<file path="src/rtl/msf_pkg.sv">
// Shared types and elaboration helpers for the multi-channel switch filter.
// Contents:
//   ch_state_t  per-channel state (IDLE, HELD, REPEATING)
//   calc_div    clock cycles per debounce sample
//   cnt_width   bits needed to hold 0..max_val
//   max2        larger of two ints
//   params_ok   parameter sanity check, used at elaboration by the top level
package msf_pkg;

   typedef enum logic [1:0] {
      IDLE      = 2'd0,
      HELD      = 2'd1,
      REPEATING = 2'd2
   } ch_state_t;

   function automatic int calc_div(input int clk_hz, input int sample_hz);
      return (sample_hz > 0) ? (clk_hz / sample_hz) : 0;
   endfunction

   // Never narrower than one bit, so degenerate counts still give a legal vector.
   function automatic int cnt_width(input int max_val);
      return (max_val < 1) ? 1 : $clog2(max_val + 1);
   endfunction

   function automatic int max2(input int a, input int b);
      return (a > b) ? a : b;
   endfunction

   function automatic bit params_ok(input int n_ch,
                                    input int clk_hz,
                                    input int sample_hz,
                                    input int stable_cnt,
                                    input int repeat_delay,
                                    input int repeat_rate);
      return (n_ch >= 1) && (n_ch <= 32) &&
             (calc_div(clk_hz, sample_hz) >= 2) &&
             (stable_cnt >= 1) && (repeat_delay >= 1) && (repeat_rate >= 1);
   endfunction

endpackage

</file>
<file path="src/rtl/switch_channel.sv">
// One debounced switch channel: two-flop synchroniser, debounce counter,
// hold/repeat state machine and registered level/press/release outputs.
// Ports:
//   clock          system clock
//   reset          synchronous, active-high
//   tick           single-cycle sample enable from the shared prescaler
//   raw            asynchronous raw input
//   rpt_en         auto-repeat enable, sampled on tick
//   level          debounced state
//   press          one-cycle pulse on debounced rise and on every repeat
//   release_pulse  one-cycle pulse on debounced fall ("release" is a
//                  reserved word, so the port carries a suffix)
//
// state     | meaning
// ----------+---------------------------------------------------------
// IDLE      | debounced level is 0, waiting for a debounced rise
// HELD      | level is 1, counting REPEAT_DELAY ticks while rpt_en is 1
// REPEATING | level is 1, pressing every REPEAT_RATE ticks
module switch_channel
   import msf_pkg::*;
#(
   parameter int STABLE_CNT   = 4,
   parameter int REPEAT_DELAY = 250,
   parameter int REPEAT_RATE  = 50
) (
   input  logic clock,
   input  logic reset,
   input  logic tick,
   input  logic raw,
   input  logic rpt_en,
   output logic level,
   output logic press,
   output logic release_pulse
);

   localparam int SW = cnt_width(STABLE_CNT);
   localparam int RW = cnt_width(max2(REPEAT_DELAY, REPEAT_RATE));

   // Terminal values are one below the threshold: the threshold itself is
   // reached by the increment that fires the event, so the counter never
   // holds it.
   localparam logic [SW-1:0] STAB_LAST  = SW'(STABLE_CNT - 1);
   localparam logic [RW-1:0] DELAY_LAST = RW'(REPEAT_DELAY - 1);
   localparam logic [RW-1:0] RATE_LAST  = RW'(REPEAT_RATE - 1);

   logic          sync_meta;
   logic          sync_s;
   logic [SW-1:0] stab_cnt;
   logic [RW-1:0] rpt_cnt;
   ch_state_t     state;
   logic          flip;

   // Debounced level toggles on this edge.
   assign flip = tick && (sync_s != level) && (stab_cnt == STAB_LAST);

   always_ff @(posedge clock) begin
      if (reset) begin
         sync_meta     <= 1'b0;
         sync_s        <= 1'b0;
         stab_cnt      <= '0;
         rpt_cnt       <= '0;
         level         <= 1'b0;
         press         <= 1'b0;
         release_pulse <= 1'b0;
         state         <= IDLE;
      end else begin
         sync_meta     <= raw;
         sync_s        <= sync_meta;
         press         <= 1'b0;
         release_pulse <= 1'b0;

         if (tick) begin
            if (sync_s == level) begin
               stab_cnt <= '0;
            end else if (stab_cnt == STAB_LAST) begin
               stab_cnt <= '0;
               level    <= ~level;
            end else begin
               stab_cnt <= stab_cnt + 1'b1;
            end

            case (state)
               IDLE: begin
                  if (flip) begin
                     press   <= 1'b1;
                     rpt_cnt <= '0;
                     state   <= HELD;
                  end
               end
               HELD: begin
                  if (flip) begin
                     release_pulse <= 1'b1;
                     rpt_cnt       <= '0;
                     state         <= IDLE;
                  end else if (rpt_en) begin
                     if (rpt_cnt == DELAY_LAST) begin
                        press   <= 1'b1;
                        rpt_cnt <= '0;
                        state   <= REPEATING;
                     end else begin
                        rpt_cnt <= rpt_cnt + 1'b1;
                     end
                  end else begin
                     rpt_cnt <= '0;
                  end
               end
               REPEATING: begin
                  if (flip) begin
                     release_pulse <= 1'b1;
                     rpt_cnt       <= '0;
                     state         <= IDLE;
                  end else if (!rpt_en) begin
                     rpt_cnt <= '0;
                     state   <= HELD;
                  end else if (rpt_cnt == RATE_LAST) begin
                     press   <= 1'b1;
                     rpt_cnt <= '0;
                  end else begin
                     rpt_cnt <= rpt_cnt + 1'b1;
                  end
               end
               default: begin
                  rpt_cnt <= '0;
                  state   <= IDLE;
               end
            endcase
         end
      end
   end

endmodule

</file>
<file path="src/rtl/multi_switch_filter.sv">
// N-channel switch/button filter: shared sample prescaler plus one
// switch_channel per input. Everything runs on the single system clock;
// the prescaler only produces an enable.
// Ports:
//   clock          system clock
//   reset          synchronous, active-high
//   raw_in         asynchronous raw inputs, one per channel
//   rpt_en         per-channel auto-repeat enable
//   level          debounced state per channel
//   press          one-cycle pulse on debounced rise and on each repeat
//   release_pulse  one-cycle pulse on debounced fall
//   tick           registered sample-enable pulse, once every DIV cycles
module multi_switch_filter
   import msf_pkg::*;
#(
   parameter int N_CH         = 5,
   parameter int CLK_HZ       = 100_000_000,
   parameter int SAMPLE_HZ    = 500,
   parameter int STABLE_CNT   = 4,
   parameter int REPEAT_DELAY = 250,
   parameter int REPEAT_RATE  = 50
) (
   input  logic            clock,
   input  logic            reset,
   input  logic [N_CH-1:0] raw_in,
   input  logic [N_CH-1:0] rpt_en,
   output logic [N_CH-1:0] level,
   output logic [N_CH-1:0] press,
   output logic [N_CH-1:0] release_pulse,
   output logic            tick
);

   localparam int DIV = calc_div(CLK_HZ, SAMPLE_HZ);
   localparam int PW  = cnt_width(DIV - 1);
   localparam logic [PW-1:0] PRE_LAST = PW'(DIV - 1);

   if (!params_ok(N_CH, CLK_HZ, SAMPLE_HZ, STABLE_CNT, REPEAT_DELAY, REPEAT_RATE)) begin : g_param_check
      $error("multi_switch_filter: illegal parameter set");
   end

   logic [PW-1:0] pre_cnt;

   // tick is registered off the terminal count, so the first one shows up
   // DIV cycles after reset is released.
   always_ff @(posedge clock) begin
      if (reset) begin
         pre_cnt <= '0;
         tick    <= 1'b0;
      end else begin
         tick    <= (pre_cnt == PRE_LAST);
         pre_cnt <= (pre_cnt == PRE_LAST) ? '0 : pre_cnt + 1'b1;
      end
   end

   for (genvar i = 0; i < N_CH; i++) begin : g_ch
      switch_channel #(
         .STABLE_CNT   (STABLE_CNT),
         .REPEAT_DELAY (REPEAT_DELAY),
         .REPEAT_RATE  (REPEAT_RATE)
      ) u_ch (
         .clock         (clock),
         .reset         (reset),
         .tick          (tick),
         .raw           (raw_in[i]),
         .rpt_en        (rpt_en[i]),
         .level         (level[i]),
         .press         (press[i]),
         .release_pulse (release_pulse[i])
      );
   end

endmodule

</file>
<file path="config.mk">
export PLATFORM = sky130hd
export DESIGN_NAME = multi_switch_filter
export DESIGN_NICKNAME = d
export VERILOG_FILES = /design/src/rtl/msf_pkg.sv /design/src/rtl/switch_channel.sv /design/src/rtl/multi_switch_filter.sv
export SDC_FILE = /design/constraint.sdc
export NUM_CORES = 1
export LEC_CHECK = 0
export ABC_AREA = 1
export CORE_ASPECT_RATIO = 1.4
export CORE_UTILIZATION = 35
export DETAILED_ROUTE_END_ITERATION = 16
export GPL_ROUTABILITY_DRIVEN = 0
export PLACE_DENSITY = 0.63
export SYNTH_ARGS = -nofsm -noshare
export SYNTH_HDL_FRONTEND = slang
export SYNTH_SLANG_ARGS = --single-unit
</file>
<file path="constraint.sdc">
create_clock -name clock -period 2.3 [get_ports clock]
set_input_delay 0.46 -clock clock [delete_from_list [all_inputs] [get_ports clock]]
set_output_delay 0.46 -clock clock [all_outputs]
set_load 0.01 [all_outputs]
</file>
======== Word-level counts from Yosys, hierarchy flattened ========
Index checks and enable logic that the tools add are counted.
storage, ports and cells
  output and inout port bits .............. 16
  input bits .............................. 12
  flip-flop bits (word level) ............. 109
  word-level logic and storage cells ...... 292
operators by class
  add/sub/neg operators ................... 11
  bitwise gates (word level) .............. 16
  equality and inequality tests ........... 56
  reduce and logical (&&, ||, !) cells .... 42
  muxes and demuxes ....................... 125
operators with widths
  kind                                            number
  2-to-1 mux 8 bit                                35
  one-hot mux 8 bit (3 select lines)              5
  2-to-1 mux 2 bit                                30
  adder 8 x 1 -> 8 bit (second input constant)    5
  == test 8 x 6 -> 1 bit (second input constant)  5
  == test 8 bit (second input constant)           5
  2-to-1 mux 1 bit                                35
  2-to-1 mux 3 bit                                10
  != test 3 x 2 -> 1 bit (second input constant)  10
  one-hot mux 2 bit (3 select lines)              5
  AND reduction 5 bit                             5
  adder 18 x 1 -> 18 bit (second input constant)  1
  == test 18 bit (second input constant)          1
  inverter 1 bit                                  16
  adder 3 x 1 -> 3 bit (second input constant)    5
  == test 3 x 2 -> 1 bit (second input constant)  5
  != test 3 x 1 -> 1 bit (second input constant)  5
  one-hot mux 1 bit (3 select lines)              5
  AND reduction 3 bit                             5
  OR reduction 3 bit                              5
  OR reduction 2 bit                              7
  == test 2 x 1 -> 1 bit (second input constant)  5
  == test 2 bit (second input constant)           5
  logical AND 1 bit                               10
  other kinds (5)                                 25

======== Logic depth before layout (Yosys ltp) ========
Gate-level depths: netlist of run 1.
  depth in word-level cells ............... 5
  gate-level depth with buffers ........... 11
  depth with buffers taken out ............ 10

======== Modules after synthesis ========
A second synthesis of run 1 with hierarchy kept.
second synthesis, totals
  cells, all modules ...................... 922
  area, all modules ....................... 6,731.5 µm²
by module, submodules not included
  module                             sequential area each (µm²)  instances  cells each  area each (µm²)
  switch_channel (g_ch[1].u_ch ...)  360.3                       4          157         1,177.4
  switch_channel (g_ch[0].u_ch)      360.3                       1          154         1,074.8
  multi_switch_filter                380.4                       1          140         947.2

======== Worst setup path before layout of run 1 ========
No wires, ideal clock.
  path kind ............................... register -> register
  from .................................... register pre_cnt[0]
  to ...................................... register pre_cnt[0]
  path buffers ............................ 1
  cell stages (with the launch flop) ...... 10
  period minus slack after synthesis ...... 1,440 ps
  library setup time ...................... 117 ps
  data arrival time ....................... 1,323 ps
  path slack .............................. 860 ps
  required time ........................... 2,183 ps
  cell sequence ........................... dfxtp_1 -> ha_1 -> nand2_1 -> inv_1 -> nand2_2 -> nor3_2 -> nand4_2 -> nand2_4 -> buf_6 -> nor2_1
between the ends
  cells in the longest elaborated chain, start to end .. 2
  elaborated cells on any way between the ends .. 3
  classes of those cells .................. add/sub: 1; eq/ne: 1; reduce/logical: 1
RTL lines
  what                                                                            line                       text
  start: declaration                                                              multi_switch_filter.sv:41  logic [PW-1:0] pre_cnt;
  start signal: assignment                                                        multi_switch_filter.sv:51  pre_cnt <= (pre_cnt == PRE_LAST) ? '0 : pre_cnt + 1'b1;
  parallel branches: the longest is 2 deep, another holds adder 18 x 1 -> 18 bit  n/a
Parallel ways; which one is timed is not known.
A chain may end at the register's enable or synchronous reset.

======== Worst setup path after layout of run 1 ========
  from .................................... register g_ch[1].u_ch.level
  to ...................................... output level[1]
RTL lines
  what                      line                       text
  start: declaration        switch_channel.sv:31       output logic level,
  start signal: assignment  switch_channel.sv:77       level <= ~level;
  end: declaration          multi_switch_filter.sv:27  output logic [N_CH-1:0] level,
No word-level cell between the ends.

==> results of run 1 <==
[power by group through the flow]
stage	Sequential, mW	Clock (mW)	Combinational, mW
after detailed placement	1.95	0	0.0921
after global placement	1.95	0	0.0913
final	1.91	1.55	0.0904
after floorplan	1.95	0	0.0548
after CTS	1.90	1.61	0.0924
after global routing	1.91	1.67	0.102
[placed cells by master (no fill, tap or decap), types with 3 or more instances in the layout]
cell             count
nand2_1            226
dfxtp_1            109
nand3_1             52
xnor2_1              5
xor2_1              15
or2_0                3
clkbuf_16            9
clkdlybuf4s50_1     26
a21oi_1             83
inv_1              129
o21ai_0             24
a211oi_1             5
nand3_2              3
buf_4                3
nor3_1              14
ha_1                36
nor2_1             122
nor2_2               5
nand2_2             17
nand4_1              8
o21ai_4              3
[flip-flops by register name, summed over array words and instances, names as in the netlist]
signal                   cells
g_ch.u_ch.stab_cnt          15
g_ch.u_ch.rpt_cnt           40
g_ch.u_ch.sync_s             5
g_ch.u_ch.level              5
g_ch.u_ch.sync_meta          5
tick                         1
g_ch.u_ch.release_pulse      5
g_ch.u_ch.press              5
pre_cnt                     18
g_ch.u_ch.state             10
[final timing paths]
path                                                from                      end  slack (ns)  cells past startpoint
worst max-delay path                  g_ch[1].u_ch.level                 level[1]        0.52                      1
worst min-delay path              g_ch[0].u_ch.sync_meta      g_ch[0].u_ch.sync_s        0.40                      2
worst max register to register  g_ch[4].u_ch.stab_cnt[0]  g_ch[4].u_ch.rpt_cnt[2]        0.53                      9
worst min register to register    g_ch[0].u_ch.sync_meta      g_ch[0].u_ch.sync_s        0.40                      2
[worst reg2reg max path, stage by stage (launching register included)]
cell and delay, ns:
dfxtp_1 0.35, ha_1 0.15, inv_1 0.04, nor2_1 0.12
nand3_1 0.32, nand2_2 0.21, nand2_1 0.17, nor2_1 0.13
nand2_1 0.07, a21oi_1 0.12
[through the flow]
stage / setup slack (ns) / util (%) / hold slack [ns] / power [mW]
finish: 0.516 / 39.6 / 0.405 / 3.55
global route: 0.209 / 39.6 / 0.442 / 3.68
CTS: 0.490 / 39.6 / 0.410 / 3.61
detailed placement: 0.535 / 37.9 / 0.400 / 2.04
global placement: 0.569 / 37.9 / 0.397 / 2.04
floorplan: 0.860 / - / 0.388 / 2.00
[cell type report]
class | instances | share of cell area [%]
sequential | 109 | 31.8
multi-input combinational | 640 | 48.1
tap | 236 | 4.30
timing repair buffer | 31 | 4.48
clock inverter | 4 | 0.711
clock buffer | 10 | 3.48
inverter | 131 | 7.17
[cell families after synthesis]
kind of cell,after synthesis,synth area share [%]
simple gates,462,32.3
compound gates,122,10.9
flops,109,35.3
fa+ha+maj,36,7.28
xor+xnor,20,2.83
buf+inv,162,11.4
[per-layer routing]
| layer | part of all wire, % | track usage (%) | vias to the layer above | routed length (um) |
|---|---|---|---|---|
| met2 | 51 | 27.2 | 54 | 6350 |
| met4 | 2.0 | 5.49 | 0 | 245 |
| met3 | 2.6 | 2.66 | 15 | 329 |
| met5 | 0 | 0 | - | 0 |
| met1 | 44 | 16.6 | 2360 | 5530 |
| li1 | - | - | 2863 | - |
==> impl_summary.md, run 1 <==
Floorplan
The core region is 17300 um2. The floorplan step set the die height to 159 um. The area of the die is 18200 um2. The width of the die is 114 um. The total number of placement rows is 57. The initial utilization of the core area, before any placement, comes to 35.7%. 28 I/O pins were placed.

Logic synthesis
After synthesis, the share of flip-flops with an asynchronous set or reset is 0%. Yosys instantiated no cell more often than nand2_1. The register bit count reported by yosys is 109. The mean cell area of the mapped netlist is 6.79 um2. Synthesis produced a netlist with a net count of 959. The cell count after synthesis is 911. The leading register cell type out of synthesis is dfxtp_1.

The post-synthesis cell type count is 37. Summed over its instances, the top area cell type makes up 35.3% of the synthesized netlist area. By count the netlist is led by nand2_1, inv_1, nor2_1. After synthesis, flip-flops and latches occupy 35.3% of the total area.

During synthesis, Yosys emitted a total of 0 warnings. The top cell type by total area after synthesis is dfxtp_1. The number of synthesized flops with an enable pin is 0.

By area the synthesized netlist is led by dfxtp_1, nand2_1, inv_1. The total standard cell area after synthesis is 6180 um2.

Global routing
The via count of the first global-routing pass is 5123. The total congestion overflow after global routing is 0. The number of antenna violations at the first check in global routing is 0.

The wire length of the first global-routing pass is 22.1 mm. The maximum number of pins on one net before global-route repair is 55. Global routing used 14.8% of the available tracks across all layers.

Routing
In this run, the number of DRC markers left after iteration 0 of detailed routing was 204. Once detail routing completed, the nets flagged for antenna violations numbered 0. In the routed design, unresolved DRC markers number 0.

The average routed wire per standard cell is 10.7 um. The detailed router placed 5292 vias in this run. Dividing the detail-routed via count by the number of cells gives 4.56. Summed over all layers, the routed wires come to 12.5 mm.

The pre-antenna-repair detailed-routing pass consisted of 4 iterations.

Pwr
Across the VDD grid, the largest voltage drop is 0.287 mV. The internal power is 2.79 mW. Sequential cells burn 53.7% of the power. For this design the total switching power over the nets is 754 uW. The switching share of power is 21.3%. For this design the ratio of total power to cell area is 517 nW/um2. The share of total power dissipated in combinational logic is 2.5%. Summed over all cells, the static leakage comes to 2.74 nW. The clock share of power is 43.8%.

Place
In this run the cell area measured after placement is 6580 um2. Input and output buffers added on the ports amount to 27. The placed cell count is 1147. Once detailed placement completed, the half-perimeter wirelength came to 8.99 mm.

Cells and area
Summing all non-filler instances in the final layout gives an area of 6860 um2. The number of cells in the finished layout apart from fillers is 1161. Cells with a size suffix above 1 make up 6.59% of the layout. The multi-input combinational cells in the finished layout cover a total of 3300 um2. Compared with the post-synthesis result, the final layout area differs by 11.0%. The filler cell count is 1863.

The total inserted antenna cells is 0. The final net count is 970. In the final layout, flip-flops and latches occupy 2180 um2.

Timing
Static timing analysis puts the maximum clock frequency at 561 MHz. The worst path uses 77.6% of the clock period. The worst setup skew after layout is 0.0143 ns. Headroom to the max-slew limit came out at 57.7%. The number of slew-limit violations in the final report is 0. The worst path needs 1.78 ns of the cycle, external delays included. Setup repair after global routing left no endpoint under its margin. The final number of hold-violating endpoints is 0. Setup violations remaining at the end of the flow were counted as 0. The sum of negative setup slack is 0 ns. The worst-margin pin slew is 0.634 ns.

Worst setup path
The worst setup path is captured at an output pin. The critical path buffer and inverter count is 1. Data on the critical path is required at its endpoint by 1.84 ns.

Data on the critical path arrives at its endpoint at 1.32 ns. The top fanout value on the critical path is 3. The slowest stage of the critical path is the clkdlybuf4s50_1 cell. The delay of the slowest cell on the worst path is 0.57 ns. The cell family with the largest share of critical-path delay is buffers and inverters.

Walking the worst path, the cells encountered are clkdlybuf4s50_1. The critical path in this run is classified as register to output pin. The critical path startpoint category is a register.

Clock tree
The worst-skew pair later-pin latency is 0.35 ns. TritonCTS built the clock tree. The clock-pin slew on the worst setup and hold paths is 0.08 ns.

The clock buffer count from CTS is 9. The tree is rooted in a clkbuf_16. CTS saw 109 sinks. The number of buffers inserted by post-CTS setup repair is 0. The clock tree synthesis step divided the H-tree into 3 levels. The number of gates resized after CTS was 0. The buffer levels on the longest clock path is 2.

The number of buffers inserted by hold repair at cts is 0.

Hold path
The worst hold path belongs to the class register to register.

Status
The run finished with clean final reports.

Run
The count of max-cap constraint violations is 0.
(Power assumes the default switching activity.)
==> inputs of run 2 (changes only) <==
--- a/config.mk
+++ b/config.mk
@@ -10,7 +10,7 @@
 export CORE_UTILIZATION = 35
 export DETAILED_ROUTE_END_ITERATION = 16
 export GPL_ROUTABILITY_DRIVEN = 0
-export PLACE_DENSITY = 0.63
+export PLACE_DENSITY = 0.65
 export SYNTH_ARGS = -nofsm -noshare
 export SYNTH_HDL_FRONTEND = slang
 export SYNTH_SLANG_ARGS = --single-unit
==> constraint.sdc (replaced) <==
create_clock -name clock -period 1.5 [get_ports clock]
set_input_delay 0.3 -clock clock [delete_from_list [all_inputs] [get_ports clock]]
set_output_delay 0.3 -clock clock [all_outputs]
set_load 0.01 [all_outputs]
==> impl_summary.md, run 2 (same netlist as run 1, synthesis figures left out) <==
Timing
The worst-margin pin slew is 0.340 ns (was 0.634 ns). The total setup violations reported at the end of the flow came to 0 (unchanged). Derived from the worst setup path, the maximum achievable clock frequency is 685 MHz.

The final number of hold-violating endpoints was 0 (unchanged). The worst setup skew after layout is 0.00591 ns (was 0.0143 ns). The worst slew slack as a fraction of its limit is 77.2% (was 57.7%). Subtracting the final worst setup slack from the clock period gives 1.46 ns. The number of slew-limit violations in the final report is 0 (unchanged).

The post-route clock period utilization is 97.3%. The sum of negative setup slack came to 0 ns (unchanged). Setup repair after global routing missed its margin: true (was false).

Floorplan
The width of the die came to 114 um (unchanged). The chip height is 159 um (unchanged). The starting density of the core is 35.7% (unchanged).

The area of the die is 18200 um2 (unchanged). The total number of placement rows is 57 (unchanged). The boundary pin count is 28 (unchanged).

The placeable core area was 17300 um2 (unchanged).

Routing
The via-per-instance ratio came to 4.58 (was 4.56). The total via count in the routed design was 5586 (was 5292). The average routed wire per standard cell is 11.1 um (was 10.7 um). The wire length reported by the detailed router is 13.5 mm (was 12.5 mm). The remaining routing DRC violations is 0 (unchanged). The number of antenna-violating nets in the routed design is 0 (unchanged). The number of detailed-routing iterations run before antenna repair is 5 (was 4). The initial detailed-routing violation count is 212 (was 204).

Hold path
The launch instance of the worst min-delay path is reset (was g_ch[0].u_ch.sync_meta). The worst hold path stage count is 4 (was 2). The type of the worst min-delay path is primary input to register (was register to register).

The worst-case hold path end point is g_ch[4].u_ch.release_pulse (was g_ch[0].u_ch.sync_s).

Worst setup path
The cell family with the largest share of critical-path delay was simple AND/OR/NAND/NOR gates (was buffers and inverters). The cell with the largest stage delay on the worst path is dfxtp_2 (was clkdlybuf4s50_1). The kind of end point of the critical path is a register (was output pin). The required arrival time at the worst endpoint is 1.75 ns (was 1.84 ns). The data arrival time of the critical path is 1.71 ns (was 1.32 ns). The critical path buffer and inverter count is 2 (was 1). The number of cell instances on the worst register-to-register path is 9 (unchanged). The top fanout value on the critical path was 4 (was 3). The setup slack of the most critical reg-to-reg path is 0.04 ns (was 0.53 ns).

The delay of the slowest cell on the worst path came to 0.36 ns (was 0.57 ns). The startpoint of the worst-slack reg-to-reg timing path is pre_cnt[1] (was g_ch[4].u_ch.stab_cnt[0]). The critical path startpoint category is a register (unchanged).

CP cell instances: ha_4 > nand2_2 > inv_2 > nand2_4 > nor3_4 > nand4_4 > buf_6 > nand3_2 > nor2_1 (was clkdlybuf4s50_1). The kind of critical path is register to register (was register to output pin). The worst reg2reg path endpoint is pre_cnt[12] (was g_ch[4].u_ch.rpt_cnt[2]).

Global routing
The number of antenna violations at the first check in global routing is 0 (unchanged). The via count of the first global-routing pass is 5309 (was 5123). The total global routing track utilization came to 15.3% (was 14.8%). The total congestion overflow after global routing is 0 (unchanged).

The wire length of the first global-routing pass is 23.0 mm (was 22.1 mm). The maximum number of pins on one net before global-route repair is 55 (unchanged).

Clock tree
The number of H-tree levels came to 3 (unchanged). The CTS tree was done (unchanged). The number of sinks on the clock net is 109 (unchanged). The clock tree root driver cell is clkbuf_16 (unchanged).

The worst-skew pair later-pin latency is 0.35 ns (about the same). The clock-pin slew on the worst setup and hold paths was 0.08 ns (about the same). The buffer levels on the longest clock path is 2 (unchanged).

The clock buffer count from CTS is 9 (unchanged).

Cells and area
The final non-filler cell area was 7750 um2 (was 6860 um2). The number of cells in the finished layout apart from fillers is 1219 (was 1161). The filler cell count was 1746 (was 1863). The total inserted antenna cells is 0 (unchanged). The share of the core filled with cells in the final layout is 44.7% (was 39.6%). The synthesis-to-layout area growth is 25.3% (was 11.0%). The register with the most flip-flops was g_ch.u_ch.rpt_cnt (unchanged). The final net count is 1026 (was 970). The most common cell after layout, fill and taps aside is nand2_1 (unchanged).

Biggest regs: g_ch.u_ch.rpt_cnt x40, pre_cnt x18, g_ch.u_ch.stab_cnt x15 (unchanged). The number of flip-flops in the largest register is 40 (unchanged). Commonest non-fill, non-tap cells in the layout: nand2_1, inv_1, nor2_1 (unchanged). The layout cell share with drive strength beyond 1 is 22.1% (was 6.59%).

Place
The final HPWL from detailed placement is 9.31 mm (was 8.99 mm). The post-detailed-placement cell area is 6870 um2 (was 6580 um2). The number of port buffers came to 27 (unchanged). The placed cell count is 1186 (was 1147).

Run
The count of max-cap constraint violations came to 0 (unchanged).

Pwr
The maximum resistive drop on vdd is 0.518 mV (was 0.287 mV). The cell area power density was 693 nW/um2 (was 517 nW/um2). The post-layout total power was 5.37 mW (was 3.55 mW).

The leakage power total is 3.28 nW (was 2.74 nW).

Status
Status: completed (unchanged).
==> run 2: cell type report <==
type / instances / area, um2 / area share [%]
Multi-Input combinational cell: 643 / 3720 / 48.0
Inverter: 131 / 495 / 6.40
Clock inverter: 6 / 48.8 / 0.630
Sequential cell: 109 / 2220 / 28.7
Tap cell: 236 / 295 / 3.81
Clock buffer: 10 / 229 / 2.96
Timing Repair Buffer: 84 / 741 / 9.56
==> run 2: per-layer routing <==
layer | track usage (%) | vias to the layer above | wire length, um
met5 | 0 | - | 0
met4 | 4.60 | 0 | 223
met3 | 2.93 | 18 | 301
met2 | 27.8 | 53 | 7110
met1 | 17.8 | 2525 | 5860
li1 | - | 2990 | -
==> run 2: what timing repair did <==
| item | CTS | global route |
|---|---|---|
| pin swaps | 2 | 38 |
| hold buffers | 0 | 0 |
| endpoints found under the setup margin | 57 | 81 |
| gates cloned | 2 | 1 |
| setup buffers | 0 | 14 |
| gates resized for setup | 22 | 139 |
==> run 2: through the flow <==
stage          hold WS, ns  setup slack, ns
2_1_floorplan        0.388           0.0596
3_3_place_gp         0.400          -0.0312
3_5_place_dp         0.400          -0.0700
4_1_cts              0.378          -0.0247
5_1_grt              0.415          -0.0630
6_report             0.380           0.0407
==> run 2: worst register-to-register path: cells and delay by family, from the launching register on <==
kind | cells | cell delay (ns)
fa+ha+maj | 1 | 0.14
simple gates | 6 | 0.60
flops | 1 | 0.36
buf+inv | 2 | 0.25
==> run 2: power by group <==
| group | internal (mW) | switching (mW) | leakage [nW] |
|---|---|---|---|
| Combinational | 0.0656 | 0.101 | 2.25 |
| Sequential | 2.91 | 0.0125 | 0.895 |
| Clock | 1.14 | 1.14 | 0.131 |
| Total | 4.12 | 1.26 | 3.28 |
==> run 2: worst max-delay path by stage <==
stage,cells past startpoint,startpoint,end
finish,9,pre_cnt[1],pre_cnt[12]
global route,8,pre_cnt[0],pre_cnt[15]
CTS,9,pre_cnt[0],pre_cnt[12]
detailed placement,7,rpt_en[4],g_ch[4].u_ch.state[0]
global placement,9,g_ch[3].u_ch.stab_cnt[0],g_ch[3].u_ch.rpt_cnt[3]
floorplan,9,pre_cnt[0],pre_cnt[0]
==> inputs of run 3 (changes only) <==
==> constraint.sdc (replaced) <==
create_clock -name clock -period 1.5 [get_ports clock]
set_input_delay 0.3 -clock clock [delete_from_list [all_inputs] [get_ports clock]]
set_output_delay 0.3 -clock clock [all_outputs]
set_load 0.02 [all_outputs]
==> impl_summary.md, run 3 (same netlist as run 1, synthesis figures left out) <==
Routing
The remaining routing DRC violations came to 0 (unchanged). The number of antenna-violating nets in the routed design is 0 (unchanged). The wire length reported by the detailed router is 13.7 mm (was 13.5 mm).

The initial detailed-routing violation count was 238 (was 212). The number of detailed-routing iterations run before antenna repair came to 4 (was 5). The via-per-instance ratio is 4.62 (was 4.58). The average routed wire per standard cell is 11.2 um (was 11.1 um). The total via count in the routed design came to 5668 (was 5586).

Timing
The number of slew-limit violations in the final report came to 0 (unchanged). The maximum frequency from static timing analysis is 681 MHz (was 685 MHz). The shortest clock period the worst path allows after layout is 1.47 ns (was 1.46 ns).

The hold slack is 0.378 ns (was 0.380 ns). The post-route clock period utilization came to 97.9% (was 97.3%). The final number of hold-violating endpoints is 0 (unchanged).

The worst-margin pin slew is 0.336 ns (was 0.340 ns). The worst setup skew after layout is 0.00574 ns (was 0.00591 ns). The worst slew slack as a fraction of its limit is 77.4% (was 77.2%). Setup repair after global routing missed its margin: true (unchanged).

The total setup violations reported at the end of the flow is 0 (unchanged).

Global routing
The total congestion overflow after global routing is 0 (unchanged). The number of antenna violations at the first check in global routing is 0 (unchanged). The maximum number of pins on one net before global-route repair is 55 (unchanged). The via count of the first global-routing pass is 5413 (was 5309). The total global routing track utilization was 15.4% (was 15.3%). The wire length of the first global-routing pass is 23.1 mm (was 23.0 mm).

Clock tree
The clock tree root driver cell is clkbuf_16 (unchanged). The clock-pin slew on the worst setup and hold paths came to 0.07 ns (was 0.08 ns). The clock buffer count from CTS is 9 (unchanged). The CTS tree is done (unchanged). The number of H-tree levels was 3 (unchanged). The worst-skew pair later-pin latency is 0.35 ns (about the same). The number of sinks on the clock net is 109 (unchanged).

The buffer levels on the longest clock path came to 2 (unchanged).

Floorplan
The starting density of the core is 35.7% (unchanged). The chip height is 159 um (unchanged). The total number of placement rows was 57 (unchanged). The boundary pin count is 28 (unchanged). The placeable core area was 17300 um2 (unchanged). The area of the die came to 18200 um2 (unchanged). The width of the die was 114 um (unchanged).

Cells and area
The most common cell after layout, fill and taps aside is nand2_1 (unchanged). The final non-filler cell area is 7800 um2 (was 7750 um2). The layout cell share with drive strength beyond 1 is 22.5% (was 22.1%).

The final net count is 1033 (was 1026). The synthesis-to-layout area growth is 26.1% (was 25.3%). The total inserted antenna cells is 0 (unchanged). The register with the most flip-flops is g_ch.u_ch.rpt_cnt (unchanged). Commonest non-fill, non-tap cells in the layout: nand2_1, inv_1, nor2_1 (unchanged). The number of flip-flops in the largest register came to 40 (unchanged). Biggest regs: g_ch.u_ch.rpt_cnt x40, pre_cnt x18, g_ch.u_ch.stab_cnt x15 (unchanged). The filler cell count is 1732 (was 1746).

Worst setup path
The top fanout value on the critical path is 4 (unchanged). The data arrival time of the critical path was 1.72 ns (was 1.71 ns). The kind of end point of the critical path is a register (unchanged). The required arrival time at the worst endpoint came to 1.75 ns (about the same). The critical path startpoint category is a register (unchanged). The kind of critical path was register to register (unchanged).

Pwr
The share of power burned in registers is 52.2% (was 54.3%). The clock share of power came to 44.8% (was 42.6%). The internal power came to 4.37 mW (was 4.12 mW). The cell area power density is 718 nW/um2 (was 693 nW/um2).

The switching share of power came to 21.9% (was 23.4%). The maximum resistive drop on vdd is 0.540 mV (was 0.518 mV). The combinational cell fraction of total power was 3.0% (was 3.1%). The leakage power total came to 3.26 nW (was 3.28 nW). The net switching power came to 1.22 mW (was 1.26 mW).

Place
The final HPWL from detailed placement came to 9.17 mm (was 9.31 mm). The number of port buffers is 27 (unchanged). The post-detailed-placement cell area is 6880 um2 (was 6870 um2).

Hold path
The type of the worst min-delay path is primary input to register (unchanged).

Status
Status: completed (unchanged).

Run
The count of max-cap constraint violations is 0 (unchanged).
==> run 3: cell count changes in the layout (fill, tap and decap cells not counted), sizes merged <==
| cell | change |
|---|---|
| bufinv | +1 |
| clkinv | -2 |
| clkbuf | +1 |
| clkdlybuf4s15 | +2 |
| buf | +6 |
| nand2 | +1 |
| clkinvlp | -1 |
| dlymetal6s2s | -6 |
| dlygate4sd2 | +5 |
==> run 3: path summary, 6_finish.rpt <==
kind,from,endpoint,slack [ns],depth (start not counted)
hold reg to reg,g_ch[1].u_ch.sync_meta,g_ch[1].u_ch.sync_s,0.41,2
setup / recovery,pre_cnt[1],pre_cnt[12],0.03,9
hold / removal,reset,g_ch[4].u_ch.release_pulse,0.38,4
setup reg to reg,pre_cnt[1],pre_cnt[12],0.03,9
==> run 3: power by group through the flow <==
| stage | sequential [mW] | combinational (mW) | clock [mW] |
|---|---|---|---|
| after global routing | 2.92 | 0.187 | 2.69 |
| after floorplan | 2.99 | 0.0840 | 0 |
| after detailed placement | 2.99 | 0.154 | 0 |
| after global placement | 2.99 | 0.153 | 0 |
| final | 2.92 | 0.169 | 2.51 |
| after CTS | 2.92 | 0.155 | 2.58 |
==> run 3: cell type report <==
cell class                      count  area (um2)  share of cell area, %
Clock buffer                       12         256                   3.29
Clock inverter                      4        55.1                  0.706
Inverter                          131         498                   6.38
Multi-Input combinational cell    644        3700                   47.4
Sequential cell                   109        2210                   28.3
Tap cell                          236         295                   3.79
Timing Repair Buffer               90         783                   10.0
==> run 3: timing repair <==
action | 4_1_cts | 5_1_grt
gates cloned | 1 | 3
hold buffers | 0 | 0
gates resized for setup | 26 | 131
pin swaps | 2 | 40
endpoints found under the setup margin | 55 | 74
setup buffers | 0 | 22
==> run 3: through the flow <==
| stage | util [%] | power [mW] | instances | setup slack (ns) | setup TNS [ns] |
|---|---|---|---|---|---|
| detailed placement | 39.7 | 3.14 | 1184 | -0.0403 | -0.428 |
| floorplan | - | 3.07 | 911 | 0.0596 | 0 |
| global placement | 39.7 | 3.14 | 1184 | -0.0266 | -0.168 |
| CTS | 41.6 | 5.65 | 1201 | 0.00752 | 0 |
| global route | 45.0 | 5.80 | 1226 | -0.0821 | -1.24 |
| finish | 45.0 | 5.60 | 1226 | 0.0314 | 0 |
==> run 3: critical path: stages, from the launching register on <==
cell	delay (ns)
dfxtp_2	0.36
ha_4	0.14
nand2_2	0.04
inv_2	0.08
nand2_4	0.07
nor3_4	0.23
nand4_4	0.19
buf_6	0.17
nand3_2	0.05
nor2_2	0.04
==> run 3: per-layer routing <==
| metal | global-route usage (%) | up-vias | share of wire, % |
|---|---|---|---|
| met5 | 0 | - | 0 |
| met4 | 6.02 | 0 | 2.3 |
| met3 | 2.47 | 22 | 1.9 |
| met2 | 27.5 | 44 | 51 |
| met1 | 18.0 | 2614 | 44 |
| li1 | - | 2988 | - |
